==> src/rtl/collision_scanner_if.sv <==
// rtl/collision_scanner_if.sv - frame/result bundle between frame generator, collision scanner and game control
interface collision_scanner_if #(
    parameter int ROWS  = 16,
    parameter int COLS  = 16,
    parameter int LIVES = 3
);
    localparam int RW = $clog2(ROWS);
    localparam int CW = $clog2(COLS);
    localparam int NW = $clog2(ROWS * COLS + 1);
    localparam int LW = $clog2(LIVES + 1);

    logic                       restart;
    logic                       frame_valid;
    logic [ROWS-1:0][COLS-1:0]  GrnPixels;
    logic [ROWS-1:0][COLS-1:0]  RedPixels;
    logic                       busy;
    logic                       done;
    logic                       hit;
    logic [RW-1:0]              hit_row;
    logic [CW-1:0]              hit_col;
    logic [NW-1:0]              hit_count;
    logic [LW-1:0]              lives;
    logic                       gameover;
    logic                       overrun;
    logic                       grace_active;

    modport master (
        output restart, frame_valid, GrnPixels, RedPixels,
        input  busy, done, hit, hit_row, hit_col, hit_count,
               lives, gameover, overrun, grace_active
    );

    modport slave (
        input  restart, frame_valid, GrnPixels, RedPixels,
        output busy, done, hit, hit_row, hit_col, hit_count,
               lives, gameover, overrun, grace_active
    );
endinterface

==> src/rtl/collision_scanner.sv <==
// rtl/collision_scanner.sv - row-serial green/red overlap scanner with lives counter; COLLISION_GRACE_EN adds a post-hit grace window
module collision_scanner #(
    parameter int ROWS         = 16,
    parameter int COLS         = 16,
    parameter int LIVES        = 3,
    parameter int GRACE_FRAMES = 2
) (
    input  logic                 clk,
    input  logic                 rst,
    collision_scanner_if.slave   bus
);
    localparam int RW = $clog2(ROWS);
    localparam int CW = $clog2(COLS);
    localparam int NW = $clog2(ROWS * COLS + 1);
    localparam int LW = $clog2(LIVES + 1);

    typedef enum logic [1:0] {IDLE, SCAN, REPORT} state_t;

    state_t                     state_q, state_d;
    logic [ROWS-1:0][COLS-1:0]  grn_snap, red_snap;
    logic [RW-1:0]              row_q;
    logic [NW-1:0]              acc_q;
    logic                       found_q;
    logic [RW-1:0]              first_row_q;
    logic [CW-1:0]              first_col_q;

    logic                       done_q, hit_q, gameover_q, overrun_q;
    logic [RW-1:0]              hit_row_q;
    logic [CW-1:0]              hit_col_q;
    logic [NW-1:0]              hit_count_q;
    logic [LW-1:0]              lives_q;

    logic [COLS-1:0]            ov;
    logic [NW-1:0]              ov_cnt;
    logic [CW-1:0]              ov_col;
    logic                       last_row;
    logic                       grace_hold;
    logic                       soft_rst;

    assign soft_rst = rst || bus.restart;
    assign last_row = (row_q == RW'(ROWS - 1));

    // Overlap of the current row: pixel count and lowest overlapping column
    always_comb begin
        ov     = grn_snap[row_q] & red_snap[row_q];
        ov_cnt = '0;
        ov_col = '0;
        for (int c = COLS - 1; c >= 0; c--) begin
            ov_cnt = ov_cnt + NW'(ov[c]);
            if (ov[c]) begin
                ov_col = CW'(c);
            end
        end
    end

    // Next-state logic: accept in IDLE, one row per cycle, one report cycle
    always_comb begin
        state_d = state_q;
        case (state_q)
            IDLE:    if (bus.frame_valid) state_d = SCAN;
            SCAN:    if (last_row)        state_d = REPORT;
            REPORT:  state_d = IDLE;
            default: state_d = IDLE;
        endcase
    end

    // State register; restart aborts a scan exactly like rst
    always_ff @(posedge clk) begin
        if (soft_rst) begin
            state_q <= IDLE;
        end else begin
            state_q <= state_d;
        end
    end

    // Snapshot, accumulation, result registers, lives and sticky flags
    always_ff @(posedge clk) begin
        if (soft_rst) begin
            row_q       <= '0;
            acc_q       <= '0;
            found_q     <= 1'b0;
            first_row_q <= '0;
            first_col_q <= '0;
            done_q      <= 1'b0;
            hit_q       <= 1'b0;
            hit_row_q   <= '0;
            hit_col_q   <= '0;
            hit_count_q <= '0;
            lives_q     <= LW'(LIVES);
            gameover_q  <= 1'b0;
            overrun_q   <= 1'b0;
        end else begin
            done_q <= 1'b0;
            if (state_q != IDLE && bus.frame_valid) begin
                overrun_q <= 1'b1;
            end
            case (state_q)
                IDLE: begin
                    if (bus.frame_valid) begin
                        grn_snap    <= bus.GrnPixels;
                        red_snap    <= bus.RedPixels;
                        row_q       <= '0;
                        acc_q       <= '0;
                        found_q     <= 1'b0;
                        first_row_q <= '0;
                        first_col_q <= '0;
                    end
                end
                SCAN: begin
                    acc_q <= acc_q + ov_cnt;
                    if (!found_q && ov != '0) begin
                        found_q     <= 1'b1;
                        first_row_q <= row_q;
                        first_col_q <= ov_col;
                    end
                    row_q <= row_q + RW'(1);
                end
                REPORT: begin
                    done_q      <= 1'b1;
                    hit_q       <= found_q;
                    hit_row_q   <= first_row_q;
                    hit_col_q   <= first_col_q;
                    hit_count_q <= acc_q;
                    if (found_q && !grace_hold && lives_q != '0) begin
                        lives_q <= lives_q - LW'(1);
                        if (lives_q == LW'(1)) begin
                            gameover_q <= 1'b1;
                        end
                    end
                end
                default: ;
            endcase
        end
    end

`ifdef COLLISION_GRACE_EN
    localparam int GW = (GRACE_FRAMES > 0) ? $clog2(GRACE_FRAMES + 1) : 1;
    logic [GW-1:0] grace_q;

    assign grace_hold = (grace_q != '0);

    // Grace window: loaded by a life loss, counted down by every later report
    always_ff @(posedge clk) begin
        if (soft_rst) begin
            grace_q <= '0;
        end else if (state_q == REPORT) begin
            if (grace_hold) begin
                grace_q <= grace_q - GW'(1);
            end else if (found_q && lives_q != '0) begin
                grace_q <= GW'(GRACE_FRAMES);
            end
        end
    end

    assign bus.grace_active = grace_hold;
`else
    assign grace_hold       = 1'b0;
    assign bus.grace_active = 1'b0;
`endif

    assign bus.busy      = (state_q != IDLE);
    assign bus.done      = done_q;
    assign bus.hit       = hit_q;
    assign bus.hit_row   = hit_row_q;
    assign bus.hit_col   = hit_col_q;
    assign bus.hit_count = hit_count_q;
    assign bus.lives     = lives_q;
    assign bus.gameover  = gameover_q;
    assign bus.overrun   = overrun_q;
endmodule

==> src/flat_wrapper.sv <==
// flat-port wrapper written by rule: the top's interface ports become plain ports
module collision_scanner_flat 
#(
    parameter int ROWS         = 16,
    parameter int COLS         = 16,
    parameter int LIVES        = 3,
    parameter int GRACE_FRAMES = 2
)
  (clk, rst, bus_restart, bus_frame_valid, bus_GrnPixels, bus_RedPixels, bus_busy, bus_done, bus_hit, bus_hit_row, bus_hit_col, bus_hit_count, bus_lives, bus_gameover, bus_overrun, bus_grace_active);
  collision_scanner_if #(.ROWS(ROWS), .COLS(COLS), .LIVES(LIVES)) bus_i ();
  input  logic clk;
  input  logic rst;
  input wire logic [$bits(bus_i.restart)-1:0] bus_restart;
  input wire logic [$bits(bus_i.frame_valid)-1:0] bus_frame_valid;
  input wire logic [$bits(bus_i.GrnPixels)-1:0] bus_GrnPixels;
  input wire logic [$bits(bus_i.RedPixels)-1:0] bus_RedPixels;
  output wire logic [$bits(bus_i.busy)-1:0] bus_busy;
  output wire logic [$bits(bus_i.done)-1:0] bus_done;
  output wire logic [$bits(bus_i.hit)-1:0] bus_hit;
  output wire logic [$bits(bus_i.hit_row)-1:0] bus_hit_row;
  output wire logic [$bits(bus_i.hit_col)-1:0] bus_hit_col;
  output wire logic [$bits(bus_i.hit_count)-1:0] bus_hit_count;
  output wire logic [$bits(bus_i.lives)-1:0] bus_lives;
  output wire logic [$bits(bus_i.gameover)-1:0] bus_gameover;
  output wire logic [$bits(bus_i.overrun)-1:0] bus_overrun;
  output wire logic [$bits(bus_i.grace_active)-1:0] bus_grace_active;
  assign bus_i.restart = bus_restart;
  assign bus_i.frame_valid = bus_frame_valid;
  assign bus_i.GrnPixels = bus_GrnPixels;
  assign bus_i.RedPixels = bus_RedPixels;
  assign bus_busy = bus_i.busy;
  assign bus_done = bus_i.done;
  assign bus_hit = bus_i.hit;
  assign bus_hit_row = bus_i.hit_row;
  assign bus_hit_col = bus_i.hit_col;
  assign bus_hit_count = bus_i.hit_count;
  assign bus_lives = bus_i.lives;
  assign bus_gameover = bus_i.gameover;
  assign bus_overrun = bus_i.overrun;
  assign bus_grace_active = bus_i.grace_active;
  collision_scanner #(.ROWS(ROWS), .COLS(COLS), .LIVES(LIVES), .GRACE_FRAMES(GRACE_FRAMES)) u_core (.clk(clk), .rst(rst), .bus(bus_i));
endmodule
==> config.mk <==
export PLATFORM = sky130hd
export DESIGN_NAME = collision_scanner_flat
export DESIGN_NICKNAME = d
export VERILOG_FILES = /design/src/rtl/collision_scanner_if.sv /design/src/rtl/collision_scanner.sv /design/src/flat_wrapper.sv
export SDC_FILE = /design/constraint.sdc
export NUM_CORES = 1
export LEC_CHECK = 0
export ABC_CLOCK_PERIOD_IN_PS = 34100
export CAP_MARGIN = 20
export CORE_AREA = 5 5 203 225
export CTS_CLUSTER_DIAMETER = 120
export DETAILED_ROUTE_END_ITERATION = 7
export DIE_AREA = 0 0 208 230
export GPL_TIMING_DRIVEN = 1
export PLACE_DENSITY = 0.89
export SLEW_MARGIN = 10
export SYNTH_ARGS = -nofsm -noshare
export SYNTH_HDL_FRONTEND = slang
export SYNTH_SLANG_ARGS = --single-unit
export TNS_END_PERCENT = 30
==> constraint.sdc <==
create_clock -name clk -period 34.1 [get_ports clk]
set_input_delay 8.525 -clock clk [delete_from_list [all_inputs] [get_ports clk]]
set_output_delay 8.525 -clock clk [all_outputs]
set_load 0.01 [all_outputs]
# Yosys cells after proc, flatten, opt, wreduce, memory -nomap -nowiden
# Cells that the tools add are included.
[classes] reduce_logical=16 n_lt_le_gt_ge=1 eq_ne=7 bitwise_logic=2 n_mux=35 addsub=18
[op_table] cell="$bmux 16 s4" count=2
[op_table] cell="$add 9x1->9" count=14
[op_table] cell="$mux 4" count=19
[op_table] cell="$mux 16" count=2
[op_table] cell="$pmux 4 s2" count=3
[op_table] cell="$pmux 9 s2" count=1
[op_table] cell="$and 16x16->16" count=1
[op_table] cell="$reduce_bool 16->1" count=1
[op_table] cell="$add 9x9->9" count=1
[op_table] cell="$mux 9" count=1
[op_table] cell="$reduce_and 3->1" count=3
[op_table] cell="$reduce_and 2->1" count=3
[op_table] cell="$reduce_bool 2->1" count=3
[op_table] cell="$lt 4x5->1 const B" count=1
[op_table] cell="$add 4x1->4 const B" count=1
[op_table] cell="$eq 2x1->1 const B" count=2
[op_table] cell="$eq 4x4->1 const B" count=1
[op_table] cell="$mux 2" count=2
[op_table] cell="$ne 2x1->1 const B" count=2
[op_table] cell="$pmux 2 s2" count=1
[op_table] cell="$logic_and 1x1->1" count=3
[op_table] cell="$mux 1" count=3
[op_table] cell="$add 1x1->2" count=1
[op_table] cell="$eq 2x2->1 const B" count=1
[op_table] cell="other kinds (7)" count=7
[word_totals] input_bits=516 output_inout_bits=25 register_bits=559

# Depth between registers and ports, before layout
[depth] word_depth=21 mapped_depth=29 depth_no_buf=23

# Worst setup path after synthesis
# No wires, ideal clock.
[synth_timing] path_type="input to register" startpoint="input port bus_restart" endpoint="register u_core.grn_snap[0] in the netlist's numbering, enable pin" n_path_buf=2 slack_ps=2337 stages=4 t_arrival_ps=30361 required_time_ps=32698 setup_time_ps=1402 cell_sequence="or2_2 clkbuf_1 clkbuf_1 nor2_1"
[synth_via] elab_chain_cells=3
[synth_lines] element="start, declared" line_no="flat_wrapper.sv:13" text="input wire logic [$bits(bus_i.restart)-1:0] bus_restart;"
[synth_lines] element="$logic_or 1x1->1" line_no="collision_scanner.sv:40" text="assign soft_rst = rst || bus.restart;"
[synth_lines] element="$not 1->1 (no line)"
[synth_lines] element="$reduce_and 3->1 (no line)"
[synth_lines] element="end signal, assigned" line_no="collision_scanner.sv:100" text="grn_snap <= bus.GrnPixels;"
[synth_lines] element="end, declared" line_no="collision_scanner.sv:20" text="logic [ROWS-1:0][COLS-1:0] grn_snap, red_snap;"
# No other way between the ends.
# A chain may end at the register's enable or synchronous reset.

# Final worst setup path
[layout_timing] startpoint="input port bus_restart" endpoint="register u_core.red_snap[9] in the netlist's numbering, enable pin"
[layout_via] elab_chain_cells=3
[layout_lines] element="$logic_or 1x1->1" line_no="collision_scanner.sv:40"
[layout_lines] element="$not 1->1 (no line)"
[layout_lines] element="$reduce_and 3->1 (no line)"
[layout_lines] element="end signal, assigned" line_no="collision_scanner.sv:101" text="red_snap <= bus.RedPixels;"
[layout_lines] element="end, declared" line_no="collision_scanner.sv:20"
# No other way between the ends.

==> results.tsv <==
metric	value	unit
outcome	completed	
TNS Setup	0	ns
f_max	87.7	MHz
Post-synth top flop	edfxtp_1	
Final setup violation count	0	
commonest non-fill, non-tap cell in the layout	clkdlybuf4s50_1	
first-pass GRT wire length	89.8	mm
Power Density	51.2	nW/um^2
worst slew pin tran	1.17	ns
total setup buffers inserted after CTS	0	
cts bufs inserted	53	
deepest clock path buffer count	3	
Setup crit start kind	primary input	
worst skew pair latency	0.60	ns
layout cells sized above 1	6.57	%
Post-Synthesis Cell Area	20800	um^2
Worst Hold Class	reg -> reg	
cts repair resizes	0	
DR WL/cell	25.5	um
grt ovf	0	
dpl hpwl	45.7	mm
Final Skew	0.0181	ns
CTS hold repair buffers	0	
hold path startpoint	u_core.bus.hit_count[1]	
combinational family with the most area after synthesis	simple AND/OR/NAND/NOR gates	
commonest cells after routing, fill and taps aside	clkdlybuf4s50_1, edfxtp_1, nand2_1	
WP data required	34.32	ns
Sink Count	559	
setup repair after global routing missed its margin	no	
vias in the first global route	14600	
die width	208	um
P_leak	9.61	nW
worst r2r src	u_core.row_q[1]	
Worst-path clk slew	0.06	ns
post-synthesis async set-or-reset flop share	0	%
Yosys cell types	65	
synthesized area per cell	16.0	um^2
row count	80	
total power	1.46	mW
Slew Viols, Final	0	
number of synthesized flops with an enable pin	512	
sequential area share after synthesis	78.5	%
CTS H-Tree Depth	2	
adder-cell share of the synthesized area	2.32	%
final RePlAce weighted congestion	0.859	
Synth Instances	1300	
mux share of post-synthesis cell area	1.08	%
worst hold margin	0.458	ns
crit share post-route	33.5	%
CP startpoint	bus_restart	
maximum vdd drop	0.0621	mV
PortBufs	539	
Total GRT Usage	25.3	%
Routed Antenna Nets	0	
core area	43000	um^2
drt pass-1 iters	8	
starting density of the core	48.3	%
max-cap violations	0	
nets	2411	
I/O pin count	541	
initial antenna violation count	17	
Synth Area in Simple Gates	9.40	%
Vias	13900	
Root Buffer	clkbuf_16	
Synth Register Bits	559	
Die Y	230	um
Slew headroom	22.1	%
area delta synth->final	37.5	%
CTS tree	done	
min Tclk post-route	11.41	ns
post-synth net total	1848	
Die ar.	47800	um^2
Critical Path Fanout Max	195	
drt first-iter violations	1347	
WP data arrival	11.63	ns
number of vias per cell	5.55	
Synth Area in XOR/XNOR	0.211	%
largest net degree at the start of global routing	196	
Syn. warnings	0	
Worst setup EP type	flop	
complex-gate fraction of the synthesized area	6.59	%
WL final	63.7	mm
worst setup path category	in -> reg	
Final Hold Vio Count	0	
drc violations	0	
==> layout make-up <==
type                    instances  area (um^2)
flip-flops and latches        559        16300
fillers                      2870        14400
repair buffers                560         5590
multi-input cells             663         4100
clock buffers                  69         1490
well taps                     574          718
clock inverters                27          241
inverters                      26          100
diodes                         17         42.5
==> final timing paths <==
kind / slack [ns] / endpoint / cells past startpoint
max: 22.69 / u_core.red_snap[9] / 5
min: 0.46 / u_core.bus.hit_count[1] / 2
max reg2reg: 27.04 / u_core.acc_q[8] / 20
min reg2reg: 0.46 / u_core.bus.hit_count[1] / 2
==> cells in the mapped netlist, drive strengths merged, types with 3 or more instances <==
cell type  instances  share of area, %
o211ai            28               1.0
xnor2              3              0.13
a311oi            13              0.55
inv               26              0.48
o22ai              7              0.24
a21oi             56               1.3
buf               32               1.1
fa                11               1.1
nand2b             8              0.24
nand3            122               2.9
and3b              4              0.17
or2                4              0.12
and3              17              0.51
a31oi             22              0.66
ha                21               1.3
a32oi              3              0.13
clkbuf            20              0.36
mux4               9              0.97
o21a               3              0.11
a211oi             3              0.11
nor2              23              0.42
nand2            158               2.9
dfxtp             47               4.5
o21ai             55               1.3
and2              11              0.33
nand3b            16              0.58
nand4             13              0.39
a21o               4              0.14
edfxtp           512                74
a41o               3              0.14
nor2b              9              0.27
==> power by group <==
| part | internal (mW) | switching [mW] | leakage, nW | total, mW |
|---|---|---|---|---|
| clock | 0.338 | 0.249 | 0.858 | 0.587 |
| sequential | 0.770 | 0.00607 | 5.07 | 0.776 |
| combinational | 0.0638 | 0.0384 | 3.68 | 0.102 |
| total | 1.17 | 0.294 | 9.61 | 1.46 |
==> per-layer routing <==
metal / share of wire (%) / track usage [%] / vias up
li1: - / - / 6137
met1: 34 / 28.4 / 6766
met2: 55 / 47.0 / 818
met3: 7.0 / 4.25 / 132
met4: 3.9 / 11.4 / 0
met5: 0 / 0 / -
==> cell families (layout without fill, tap and decap cells) <==
family / Yosys count / after routing
xor+xnor: 5 / 5
mux: 11 / 11
other cells: 1 / 18
buf+inv: 78 / 682
simple gates: 400 / 400
flops: 559 / 559
compound gates: 214 / 214
fa+ha+maj: 32 / 32
==> worst max-delay path, stage by stage <==
cell and delay (ns):
clkdlybuf4s50_1 0.43, or2_2 0.60, nor2_4 0.25, buf_12 0.62, buf_4 0.83
==> registers in the layout (all words and copies together), names as in the netlist <==
name	count
u_core.bus.overrun	1
u_core.first_row_q	4
u_core.row_q	4
u_core.bus.lives	2
u_core.grn_snap	256
u_core.state_q	2
u_core.bus.gameover	1
u_core.bus.done	1
u_core.found_q	1
u_core.acc_q	9
u_core.first_col_q	4
u_core.bus.hit_col	4
u_core.bus.hit_row	4
u_core.bus.hit	1
u_core.red_snap	256
u_core.bus.hit_count	9
==> metrics by stage <==
stage                     worst slack [ns]  cell area [um^2]  std cells  utilization, %
after floorplan                       2.34             20800       1300               -
after global placement               22.14             26800       2380            62.2
after detailed placement             22.03             26800       2380            62.2
after CTS                            22.65             28500       2476            66.3
after global routing                 22.60             28600       2495            66.4
final                                22.69             28600       2495            66.4
No activity file was read; power rests on OpenSTA's default activity.
==> variant, RTL diff (same flow settings) <==
`LIVES` is set to 3 in 3 places; all go to 5.
--- a/src/rtl/collision_scanner_if.sv
+++ b/src/rtl/collision_scanner_if.sv
@@ -2,7 +2,7 @@
 interface collision_scanner_if #(
     parameter int ROWS  = 16,
     parameter int COLS  = 16,
-    parameter int LIVES = 3
+    parameter int LIVES = 5
 );
     localparam int RW = $clog2(ROWS);
     localparam int CW = $clog2(COLS);
--- a/src/rtl/collision_scanner.sv
+++ b/src/rtl/collision_scanner.sv
@@ -2,7 +2,7 @@
 module collision_scanner #(
     parameter int ROWS         = 16,
     parameter int COLS         = 16,
-    parameter int LIVES        = 3,
+    parameter int LIVES        = 5,
     parameter int GRACE_FRAMES = 2
 ) (
     input  logic                 clk,
--- a/src/flat_wrapper.sv
+++ b/src/flat_wrapper.sv
@@ -3,7 +3,7 @@
 #(
     parameter int ROWS         = 16,
     parameter int COLS         = 16,
-    parameter int LIVES        = 3,
+    parameter int LIVES        = 5,
     parameter int GRACE_FRAMES = 2
 )
   (clk, rst, bus_restart, bus_frame_valid, bus_GrnPixels, bus_RedPixels, bus_busy, bus_done, bus_hit, bus_hit_row, bus_hit_col, bus_hit_count, bus_lives, bus_gameover, bus_overrun, bus_grace_active);
Interface: changed (resized bus_lives); port bits go from 541 to 542. No check against the original RTL was run, so the function may have changed too.
==> variant against the unedited design <==
Total power increased by 2.6%; hold slack about the same; global-route usage increased by 1.3 points; die area unchanged; area after synthesis increased by 0.63%; core utilization increased by 0.53 points; setup slack got worse by 1700 ps; sequential cell count increased by 1; routed wire length increased by 4.4%; critical path type unchanged; design area increased by 0.80%.
==> variant: results (changes against the unedited design) <==
Synthesis
  – Synthesized area per cell: 16.1 um2 (+0.63%)
  – Register area share after synthesis: 78.1% (-0.40 points)
  – Mapped Nets: 1849 (+0.054%)
  – Synth area leaders: edfxtp_1 (73%), dfxtp_1 (4.6%), nand2_1 (2.8%), nand3_1 (2.7%), ha_1 (1.3%)

Global route
  – First-pass GRT wire length: 94200 um (+5.0%)
  – Number of global-route vias before repair: 15.0k (+2.7%)
  – Antenna violations before repair: 18 (+1)

Power
  – Max IR drop VDD: 44.7 uV (-28%)
  – Pleak: 9.82 nW (+2.1%)
  – Clock-net power: 623 uW (+6.1%)

Timing
  – Worst slew pin tran: 1130 ps (-37.5 ps)
  – WHS: 458 ps (-0.337 ps)

Min path
  – Hold endpoint: u_core.bus.hit_count[2]$_SDFFE_PP0P_
  – Worst Hold Launch: u_core.bus.hit_count[2]$_SDFFE_PP0P_

Place
  – GPL Wtd Cong: 0.866 (+0.83%)

Final layout
  – Fin nets: 2408 (-0.12%)
  – # fillers: 2697 (-6.0%)
  – Final cell count without fillers: 2493 (-0.080%)

Setup path
  – Max incr delay on CP: 950 ps (+120 ps)
  – Setup crit end: u_core.grn_snap[186]$_DFFE_PP_
  – Crit. Startpoint: rst
  – Critical path arrival: 13340 ps (+1710 ps)

Routing
  – DR iter-0 viols: 1529 (+14%)
  – Via density: 5.70 (+2.7%)
  – First drt pass iteration count: 5 (-3)

Run status
  – Status: finished, final reports clean
==> variant: cell count changes after synthesis, moves of 6 or more <==
cell / delta
nand3_1: -10
o21ai_0: -10
and4_1: +9
o211ai_1: +8
and3b_1: +7
o211a_1: +7
a21oi_1: -6
a311o_1: +6
buf_2: +6
mux2i_1: +6
==> variant: stage by stage <==
stage               setup WS [ps]  util [%]  cell area (um2)
detailed placement          20440      62.5            26900
global placement            20640      62.5            26900
CTS                         21070      66.8            28700
floorplan                    2320         -            20900
finish                      20990      67.0            28800
global route                20710      67.0            28800
==> variant: cell type report <==
class	instances	share of cell area (%)
antenna	17	0.148
clock inverter	32	1.17
inverter	29	0.378
sequential	560	56.7
timing repair buffer	558	19.3
clock buffer	68	5.23
multi-input combinational	655	14.6
tap	574	2.49
==> variant: per-layer routing <==
metal  GRT usage, %  wire length (um)  up-vias
li1               -                 -     6152
met1           29.5             22600     6927
met2           47.2             34400      910
met3           6.27              5310      227
met4           14.9              4080        2
met5              0                13        -
